==> src/rtl/q7_mul_pkg.sv <==
// Shared types and default constants for the shift-add multiplier
// dispatcher/collector.
package q7_mul_pkg;

  typedef enum logic [1:0] {
    IDLE = 2'd0,
    RUN  = 2'd1,
    DONE = 2'd2
  } q7_mul_state_t;

  localparam int Q7_N       = 8;
  localparam int Q7_TIMEOUT = 64;

endpackage

==> src/rtl/q7_watchdog.sv <==
// Clear/enable up-counter with a terminal-count flag.
// Ports:
//   clk, reset  - clock, async active-high reset
//   clr_i       - synchronous clear to zero (wins over enable)
//   en_i        - count one step this cycle
//   term_o      - count has reached TIMEOUT-1
module q7_watchdog #(
  parameter int TIMEOUT = 64,
  parameter int CW      = $clog2(TIMEOUT + 1)
) (
  input  logic clk,
  input  logic reset,
  input  logic clr_i,
  input  logic en_i,
  output logic term_o
);

  localparam logic [CW-1:0] TERM = CW'(TIMEOUT - 1);

  logic [CW-1:0] cnt_q, cnt_d;

  always_comb begin
    cnt_d = cnt_q;
    if (clr_i) begin
      cnt_d = '0;
    end else if (en_i) begin
      cnt_d = cnt_q + 1'b1;
    end
  end

  always_ff @(posedge clk or posedge reset) begin
    if (reset) begin
      cnt_q <= '0;
    end else begin
      cnt_q <= cnt_d;
    end
  end

  assign term_o = (cnt_q == TERM);

endmodule

==> src/rtl/q7_shiftaddmul_ctrl.sv <==
// Operand dispatcher and product collector for a start/stop shift-add
// multiplier. Accepts B/Q pairs on a valid/ready handshake, holds the
// multiplier start high until stop, captures the product and offers it
// downstream on a second valid/ready handshake. A watchdog aborts an
// operation whose stop never arrives (TIMEOUT must be >= 2).
//
// Ports:
//   clk, reset              - clock, async active-high reset
//   i_valid / o_ready       - upstream operand handshake, i_B / i_Q operands
//   o_mul_start             - multiplier start (registered state decode)
//   o_mul_B / o_mul_Q       - registered operands to the multiplier
//   i_mul_stop / i_mul_A    - multiplier done flag and 2N-bit product
//   o_valid / i_ready       - downstream product handshake, o_P product
//   o_err                   - one-cycle pulse after a watchdog abort
//   o_count                 - completed products, wraps at 16 bits
//
// state | meaning
// ------+--------------------------------------------------------------
// IDLE  | ready for a new operand pair, start low
// RUN   | start high, waiting for stop, watchdog counting
// DONE  | product held on o_P with o_valid high until downstream accepts
module q7_shiftaddmul_ctrl
  import q7_mul_pkg::*;
#(
  parameter  int N       = Q7_N,
  parameter  int TIMEOUT = Q7_TIMEOUT,
  localparam int CW      = $clog2(TIMEOUT + 1)
) (
  input  logic           clk,
  input  logic           reset,
  input  logic           i_valid,
  output logic           o_ready,
  input  logic [N-1:0]   i_B,
  input  logic [N-1:0]   i_Q,
  output logic           o_mul_start,
  output logic [N-1:0]   o_mul_B,
  output logic [N-1:0]   o_mul_Q,
  input  logic           i_mul_stop,
  input  logic [2*N-1:0] i_mul_A,
  output logic           o_valid,
  input  logic           i_ready,
  output logic [2*N-1:0] o_P,
  output logic           o_err,
  output logic [15:0]    o_count
);

  q7_mul_state_t  state_q, state_d;
  logic [N-1:0]   b_q, b_d, q_q, q_d;
  logic [2*N-1:0] p_q, p_d;
  logic [15:0]    cnt_q, cnt_d;
  logic           err_q, err_d;
  logic           wd_clr, wd_en, wd_term;

  q7_watchdog #(
    .TIMEOUT(TIMEOUT),
    .CW     (CW)
  ) u_watchdog (
    .clk   (clk),
    .reset (reset),
    .clr_i (wd_clr),
    .en_i  (wd_en),
    .term_o(wd_term)
  );

  always_comb begin
    state_d = state_q;
    b_d     = b_q;
    q_d     = q_q;
    p_d     = p_q;
    cnt_d   = cnt_q;
    err_d   = 1'b0;
    wd_clr  = 1'b0;
    wd_en   = 1'b0;
    case (state_q)
      IDLE: begin
        if (i_valid) begin
          b_d     = i_B;
          q_d     = i_Q;
          wd_clr  = 1'b1;
          state_d = RUN;
        end
      end
      RUN: begin
        wd_en = 1'b1;
        // stop takes priority over a terminal count on the same edge
        if (i_mul_stop) begin
          p_d     = i_mul_A;
          cnt_d   = cnt_q + 16'd1;
          state_d = DONE;
        end else if (wd_term) begin
          err_d   = 1'b1;
          state_d = IDLE;
        end
      end
      DONE: begin
        // returning through IDLE keeps start low for at least one cycle
        if (i_ready) begin
          state_d = IDLE;
        end
      end
      default: state_d = IDLE;
    endcase
  end

  always_ff @(posedge clk or posedge reset) begin
    if (reset) begin
      state_q <= IDLE;
      b_q     <= '0;
      q_q     <= '0;
      p_q     <= '0;
      cnt_q   <= '0;
      err_q   <= 1'b0;
    end else begin
      state_q <= state_d;
      b_q     <= b_d;
      q_q     <= q_d;
      p_q     <= p_d;
      cnt_q   <= cnt_d;
      err_q   <= err_d;
    end
  end

  // ready is masked by reset so it reads 0 while reset is held
  assign o_ready     = (state_q == IDLE) && !reset;
  assign o_mul_start = (state_q == RUN);
  assign o_valid     = (state_q == DONE);
  assign o_mul_B     = b_q;
  assign o_mul_Q     = q_q;
  assign o_P         = p_q;
  assign o_err       = err_q;
  assign o_count     = cnt_q;

endmodule

==> config.mk <==
export PLATFORM = sky130hd
export DESIGN_NAME = q7_shiftaddmul_ctrl
export DESIGN_NICKNAME = d
export VERILOG_FILES = /design/src/rtl/q7_mul_pkg.sv /design/src/rtl/q7_watchdog.sv /design/src/rtl/q7_shiftaddmul_ctrl.sv
export SDC_FILE = /design/constraint.sdc
export NUM_CORES = 1
export LEC_CHECK = 0
export ABC_AREA = 1
export CAP_MARGIN = 20
export CORE_ASPECT_RATIO = 2
export CORE_MARGIN = 5
export CORE_UTILIZATION = 40
export CTS_CLUSTER_SIZE = 20
export DETAILED_ROUTE_END_ITERATION = 12
export MAX_ROUTING_LAYER = met4
export PLACE_DENSITY = 0.73
export SETUP_SLACK_MARGIN = 0.15
export SYNTH_ARGS = -nofsm -noshare
export SYNTH_HDL_FRONTEND = slang
export SYNTH_SLANG_ARGS = --single-unit
==> constraint.sdc <==
create_clock -name clk -period 1.84 [get_ports clk]
set_input_delay 0.46 -clock clk [delete_from_list [all_inputs] [get_ports clk]]
set_output_delay 0.46 -clock clk [all_outputs]
set_load 0.005 [all_outputs]
==> results of run 1 <==
## repair_timing
item                       4_1_cts  5_1_grt
setup buffers                   15        3
setup endpoints to repair       15       14
hold endpoints to repair         0        0
resized for setup               10       13
## cell type report
type	instances	share of cell area (%)
Clock inverter	2	0.253
Timing Repair Buffer	116	28.4
Inverter	29	2.91
Sequential cell	58	36.8
Tap cell	63	1.99
Multi-Input combinational cell	197	22.7
Clock buffer	14	6.93
## cell families (layout without fill, tap and decap cells)
group | count (synthesis) | after routing | synth area share (%)
DFF | 58 | 58 | 58.5
adders and majority gates | 2 | 2 | 1.01
xor gates and xnor gates | 11 | 11 | 3.88
AOI/OAI and AO/OA | 10 | 10 | 2.27
buffers and inverters | 35 | 161 | 5.64
and+or+nand+nor | 174 | 174 | 28.7
## path summary, 6_finish.rpt
kind / start / to / slack [ps] / cells after the start
setup / recovery: o_P[13]$_DFFE_PP0P_ / o_P[13] / 180 / 1
hold / removal: o_P[14]$_DFFE_PP0P_ / o_P[14]$_DFFE_PP0P_ / 470 / 2
setup reg to reg: o_count[6]$_DFFE_PP0P_ / o_count[15]$_DFFE_PP0P_ / 360 / 9
hold reg to reg: o_P[14]$_DFFE_PP0P_ / o_P[14]$_DFFE_PP0P_ / 470 / 2
max in group asynchronous: reset / u_watchdog.cnt_q[3]$_DFFE_PP0P_ / 920 / 4
min in group asynchronous: reset / state_q[1]$_DFFE_PP0P_ / 660 / 4
## layout by cell type, fill, tap and decap left out, drive strengths merged
cell type,instances
dlymetal6s2s,9
o31ai,2
buf,28
dfrtp,58
xor2,7
nand3,16
nand2,136
o21ai,3
ha,2
clkinvlp,1
a21oi,4
inv,26
nand4,3
clkinv,4
clkbuf,15
xnor2,4
nor3,4
nor2,15
dlygate4sd2,2
clkdlybuf4s15,1
o22ai,1
clkdlybuf4s50,75
## power by group through the flow
stage          clock network, mW  logic [mW]  registers, mW
2_1_floorplan                  0       0.753           2.04
3_3_place_gp                   0        1.94           2.04
3_5_place_dp                   0        1.97           2.05
4_1_cts                     1.59        2.15           1.99
5_1_grt                     1.64        2.33           2.06
6_report                    1.54        2.11           1.99
## state kept, by name (all words and copies together), names as in the netlist
signal and count:
o_P 16, o_count 16, o_mul_B 8, o_mul_Q 8, u_watchdog.cnt_q 7, state_q 2
o_err 1
## stage by stage
stage / total power [mW] / worst slack [ps] / util, %
2_1_floorplan: 2.79 / 590 / -
3_3_place_gp: 3.98 / -165 / 58.3
3_5_place_dp: 4.02 / -171 / 58.3
4_1_cts: 5.72 / 70.2 / 65.0
5_1_grt: 6.03 / 144 / 65.8
6_report: 5.63 / 185 / 65.8
## tightest hold or removal path, cell delays in order (launching register included)
cell     delay [ps]
dfrtp_1         340
nand2_1          50
nand2_1          50
## routing by layer
layer / track usage (%) / vias to the layer above
met5: - / -
met4: 10.6 / 0
met3: 4.63 / 15
met2: 31.2 / 79
met1: 18.3 / 1084
li1: - / 1140
## cells in the mapped netlist
cell type and n:
xor2_1 7, a21oi_1 4, nand4_1 3, xnor2_1 4
nor2_1 13, o22ai_1 1, nand2_1 136, buf_2 6
inv_2 2, ha_1 2, dfrtp_1 58, inv_1 25
nor2_4 2, nor3_1 4, clkinv_2 1, o31ai_1 2
nand3_4 1, nand3_1 15, clkinv_1 1, o21ai_0 3
==> impl_metrics.ini, run 1 <==
[drt]
wl_per_cell_um = 13.8
first_pass_iters = 4
drt-initial-drc-count = 137
drtAntennaViolNets = 0
wl_mm = 6.60
vias = 2318
top_layer = met4
via_per_inst = 4.84
met2_length_mm = 3.68
drt-met1-wl_mm = 2.41
drc_errors = 0
wl_met3_um = 315

[floorplanning]
dieHeight_um = 121
coreArea_um2 = 6010
dieArea_um2 = 7980
start_util_pct = 41.3
io_pins = 89
rows = 40
die_w_um = 65.7

[sta]
drv_slew = 0
hold_viol = 0
finalSetupViolations = 0
tns_ps = 0
rsz0062_at_grt = yes
holdWs_ps = 474
fin_crit_ps = 1660
period_share_pct = 89.9
max_clock_freq_mhz = 604
relSlewSlack_pct = 74.3
finalClockSkew_ps = 4.14
tightestPinTransition_ps = 385

[logic_synthesis]
yosys.area.top_type = dfrtp_1
yosysWarnings = 0
syn_area_um2 = 2480
synthTopCellsByArea = dfrtp_1, nand2_1, inv_1, nand3_1, xor2_1
synth_cells = 290
avgSynthCellArea_um2 = 8.56
yosysSeqAreaShare_pct = 58.5
synth_fp_nets = 329
synth_top_cell_area_share_pct = 58.5
ys_seq_elements = 58
yosysUniqueCellTypes = 20

[grt]
grt.total_usage_pct = 18.3
grt_overflow = 0
grt_pass1_vias = 2338
antenna_found_initial = 0
grt_max_degree = 59
grt_pass1_wl_mm = 10.7

[power]
p_clk_share_pct = 27.3
power_density_nw_per_um2 = 1420
ir_drop_mv = 0.940
combinationalPowerShare_pct = 37.4
p_int_mw = 3.91
swShare_pct = 30.6
power.net_switching_mw = 1.72
p_seq_share_pct = 35.3
p_leak_nw = 2.10

[critical_path]
cp.required_ps = 1380
critPathArrivalTime_ps = 1200
critPathTopFamily = buffers and inverters
worstPathCellList = clkdlybuf4s50_1
cp.buffers_inverters = 1
critical_path_class = flip-flop to output pin
critPathSlowestCell = clkdlybuf4s50_1
max_stage_delay_ps = 530
crit_fanout = 2
start_kind = flip-flop
end_kind = output pin

[layout]
multi_input_area_um2 = 898
final_area_um2 = 3950
diodes = 0
n_fill_cell = 469
synthToLayoutAreaGrowth_pct = 59.3
final_cells = 479
ff_latch_area_um2 = 1450
drive_gt1_share_pct = 13.2
final_nets = 450

[cts]
cts_hold_buf = 0
clk_latency_ps = 320
cts_max_level = 3
clk_pin_slew_ps = 50
numClockSinks = 58
clock_path_buffers = 2
cts_tree = yes
numCtsBuffers = 9
clock-root-buffer = clkbuf_16

[placed_design]
place_area_um2 = 3500
dp_hpwl_mm = 4.72
place.port_buffers = 88
gp_congestion = 0.843
placed_cells = 445

[min_path]
hold_path_class = flip-flop to flip-flop

[job]
max-cap-violations = 0

[outcome]
status = completed
Power figures use the tool's default switching activity.
==> run 2, diff against run 1 <==
Settings changed: CTS_BUF_LIST set to sky130_fd_sc_hd__clkbuf_8 sky130_fd_sc_hd__clkbuf_16.
==> run 2 against run 1 <==
Against the previous run: global-route usage hardly changed; sequential share of layout area hardly changed; setup slack improved by 0.50 ps; highest routed layer unchanged.
==> impl_metrics.ini, run 2 (same netlist as run 1, synthesis figures left out) <==
[outcome]
status = completed

[grt]
grt_pass1_vias = 2344
antenna_found_initial = 0
grt_overflow = 0
grt_max_degree = 59
grt.total_usage_pct = 18.3
grt_pass1_wl_mm = 10.7

[cts]
cts_hold_buf = 0
clk_latency_ps = 320
numCtsBuffers = 9
cts_tree = yes
cts_max_level = 3
clk_pin_slew_ps = 50
clock_path_buffers = 2
clock-root-buffer = clkbuf_16
numClockSinks = 58

[drt]
vias = 2338
drc_errors = 0
drt-initial-drc-count = 153
drtAntennaViolNets = 0
wl_per_cell_um = 13.8
via_per_inst = 4.87
wl_mm = 6.62
first_pass_iters = 4

[critical_path]
reg2regPathDepth = 9
end_kind = output pin
r2r_start = o_count[6]$_DFFE_PP0P_
cp.required_ps = 1380
crit_end = o_P[13]
max_stage_delay_ps = 530
start_kind = flip-flop
regToRegEndpoint = o_count[15]$_DFFE_PP0P_
critical_path_class = flip-flop to output pin
cp.depth = 1
crit_fanout = 2
critPathTopFamily = buffers and inverters
cp.buffers_inverters = 1
worstPathCellList = clkdlybuf4s50_1
critPathArrivalTime_ps = 1190
crit_start = o_P[13]$_DFFE_PP0P_
critPathSlowestCell = clkdlybuf4s50_1
rrSetupSlack_ps = 360

[floorplanning]
dieHeight_um = 121
coreArea_um2 = 6010
rows = 40
dieArea_um2 = 7980
start_util_pct = 41.3
die_w_um = 65.7
io_pins = 89

[placed_design]
place.port_buffers = 88
place_ws_ps = -171
gp_congestion = 0.843
dp_hpwl_mm = 4.72

[sta]
finalClockSkew_ps = 5.27
hold_viol = 0
finalWorstSetupSlack_ps = 185
rsz0062_at_grt = no
finalSetupViolations = 0
max_clock_freq_mhz = 604
period_share_pct = 89.9
fin_crit_ps = 1650
tns_ps = 0
drv_slew = 0
relSlewSlack_pct = 74.2
holdWs_ps = 474
tightestPinTransition_ps = 386

[layout]
synthToLayoutAreaGrowth_pct = 59.4
multi_input_area_um2 = 898
final_common_cell = nand2_1
layout_common_cells = nand2_1, clkdlybuf4s50_1, dfrtp_1
drive_gt1_share_pct = 13.7
n_fill_cell = 467
ff_latch_area_um2 = 1450
diodes = 0
final_nets = 451

[power]
p_clk_share_pct = 27.1
swShare_pct = 30.7
p_leak_nw = 2.11
power_density_nw_per_um2 = 1430
power.net_switching_mw = 1.73
p_seq_share_pct = 35.3
p_int_mw = 3.91
fin_total_pwr_mw = 5.64
combinationalPowerShare_pct = 37.6
ir_drop_mv = 0.926

[min_path]
hold_path_class = flip-flop to flip-flop

[job]
max-cap-violations = 0
[run 2: changes by cell type in the layout (fill, tap and decap cells not counted)]
cell,change
inv_1,+2
clkbuf_2,+1
clkbuf_1,-2
dlygate4sd2_1,-1
buf_4,+1
[run 2: metal layers]
metal	global-route usage, %	up-vias	wire (um)
met5	-	-	0
li1	-	1139	-
met3	4.63	17	314
met4	10.6	0	215
met1	18.3	1095	2420
met2	31.4	87	3680
[run 2: worst min-delay path by stage]
stage                                               start                         endpoint  slack, ps  depth (start not counted)
final                                 o_P[14]$_DFFE_PP0P_              o_P[14]$_DFFE_PP0P_        470                          2
after global routing               o_mul_Q[2]$_DFFE_PP0P_           o_mul_Q[2]$_DFFE_PP0P_        500                          2
after CTS                          o_mul_Q[2]$_DFFE_PP0P_           o_mul_Q[2]$_DFFE_PP0P_        480                          2
after detailed placement           o_mul_Q[2]$_DFFE_PP0P_           o_mul_Q[2]$_DFFE_PP0P_        470                          2
after global placement             o_mul_Q[0]$_DFFE_PP0P_           o_mul_Q[0]$_DFFE_PP0P_        460                          2
after floorplan           u_watchdog.cnt_q[4]$_DFFE_PP0P_  u_watchdog.cnt_q[4]$_DFFE_PP0P_        460                          1
[run 2: through the flow]
stage	util [%]	cell area [um2]	std cells
finish	65.9	3960	480
global route	65.9	3960	480
CTS	65.1	3910	477
detailed placement	58.3	3500	445
global placement	58.3	3500	445
floorplan	-	2490	290
[run 2: area by class of cell]
class / instances / share of cell area (%)
Tap cell: 63 / 1.99
Timing Repair Buffer: 117 / 28.5
Multi-Input combinational cell: 197 / 22.7
Sequential cell: 58 / 36.7
Inverter: 29 / 2.91
Clock buffer: 12 / 6.73
Clock inverter: 4 / 0.443
[run 2: repair_timing]
action                                  CTS  global route
buffers inserted                         16             3
hold endpoints to repair                  0             0
endpoints found under the setup margin   15            15
resized for setup                        10            15
[run 2: worst reg2reg max path, delay by kind of cell (launching register included)]
family	cells	cell delay, ps
and+or+nand+nor	6	780
DFF	1	350
buffers and inverters	3	250
[run 2: power groups by stage]
stage                     registers [mW]  logic, mW  clock network [mW]
after CTS                           1.99       2.16                1.58
final                               1.99       2.12                1.53
after global placement              2.04       1.94                   0
after detailed placement            2.05       1.97                   0
after global routing                2.06       2.34                1.63
after floorplan                     2.04      0.753                   0
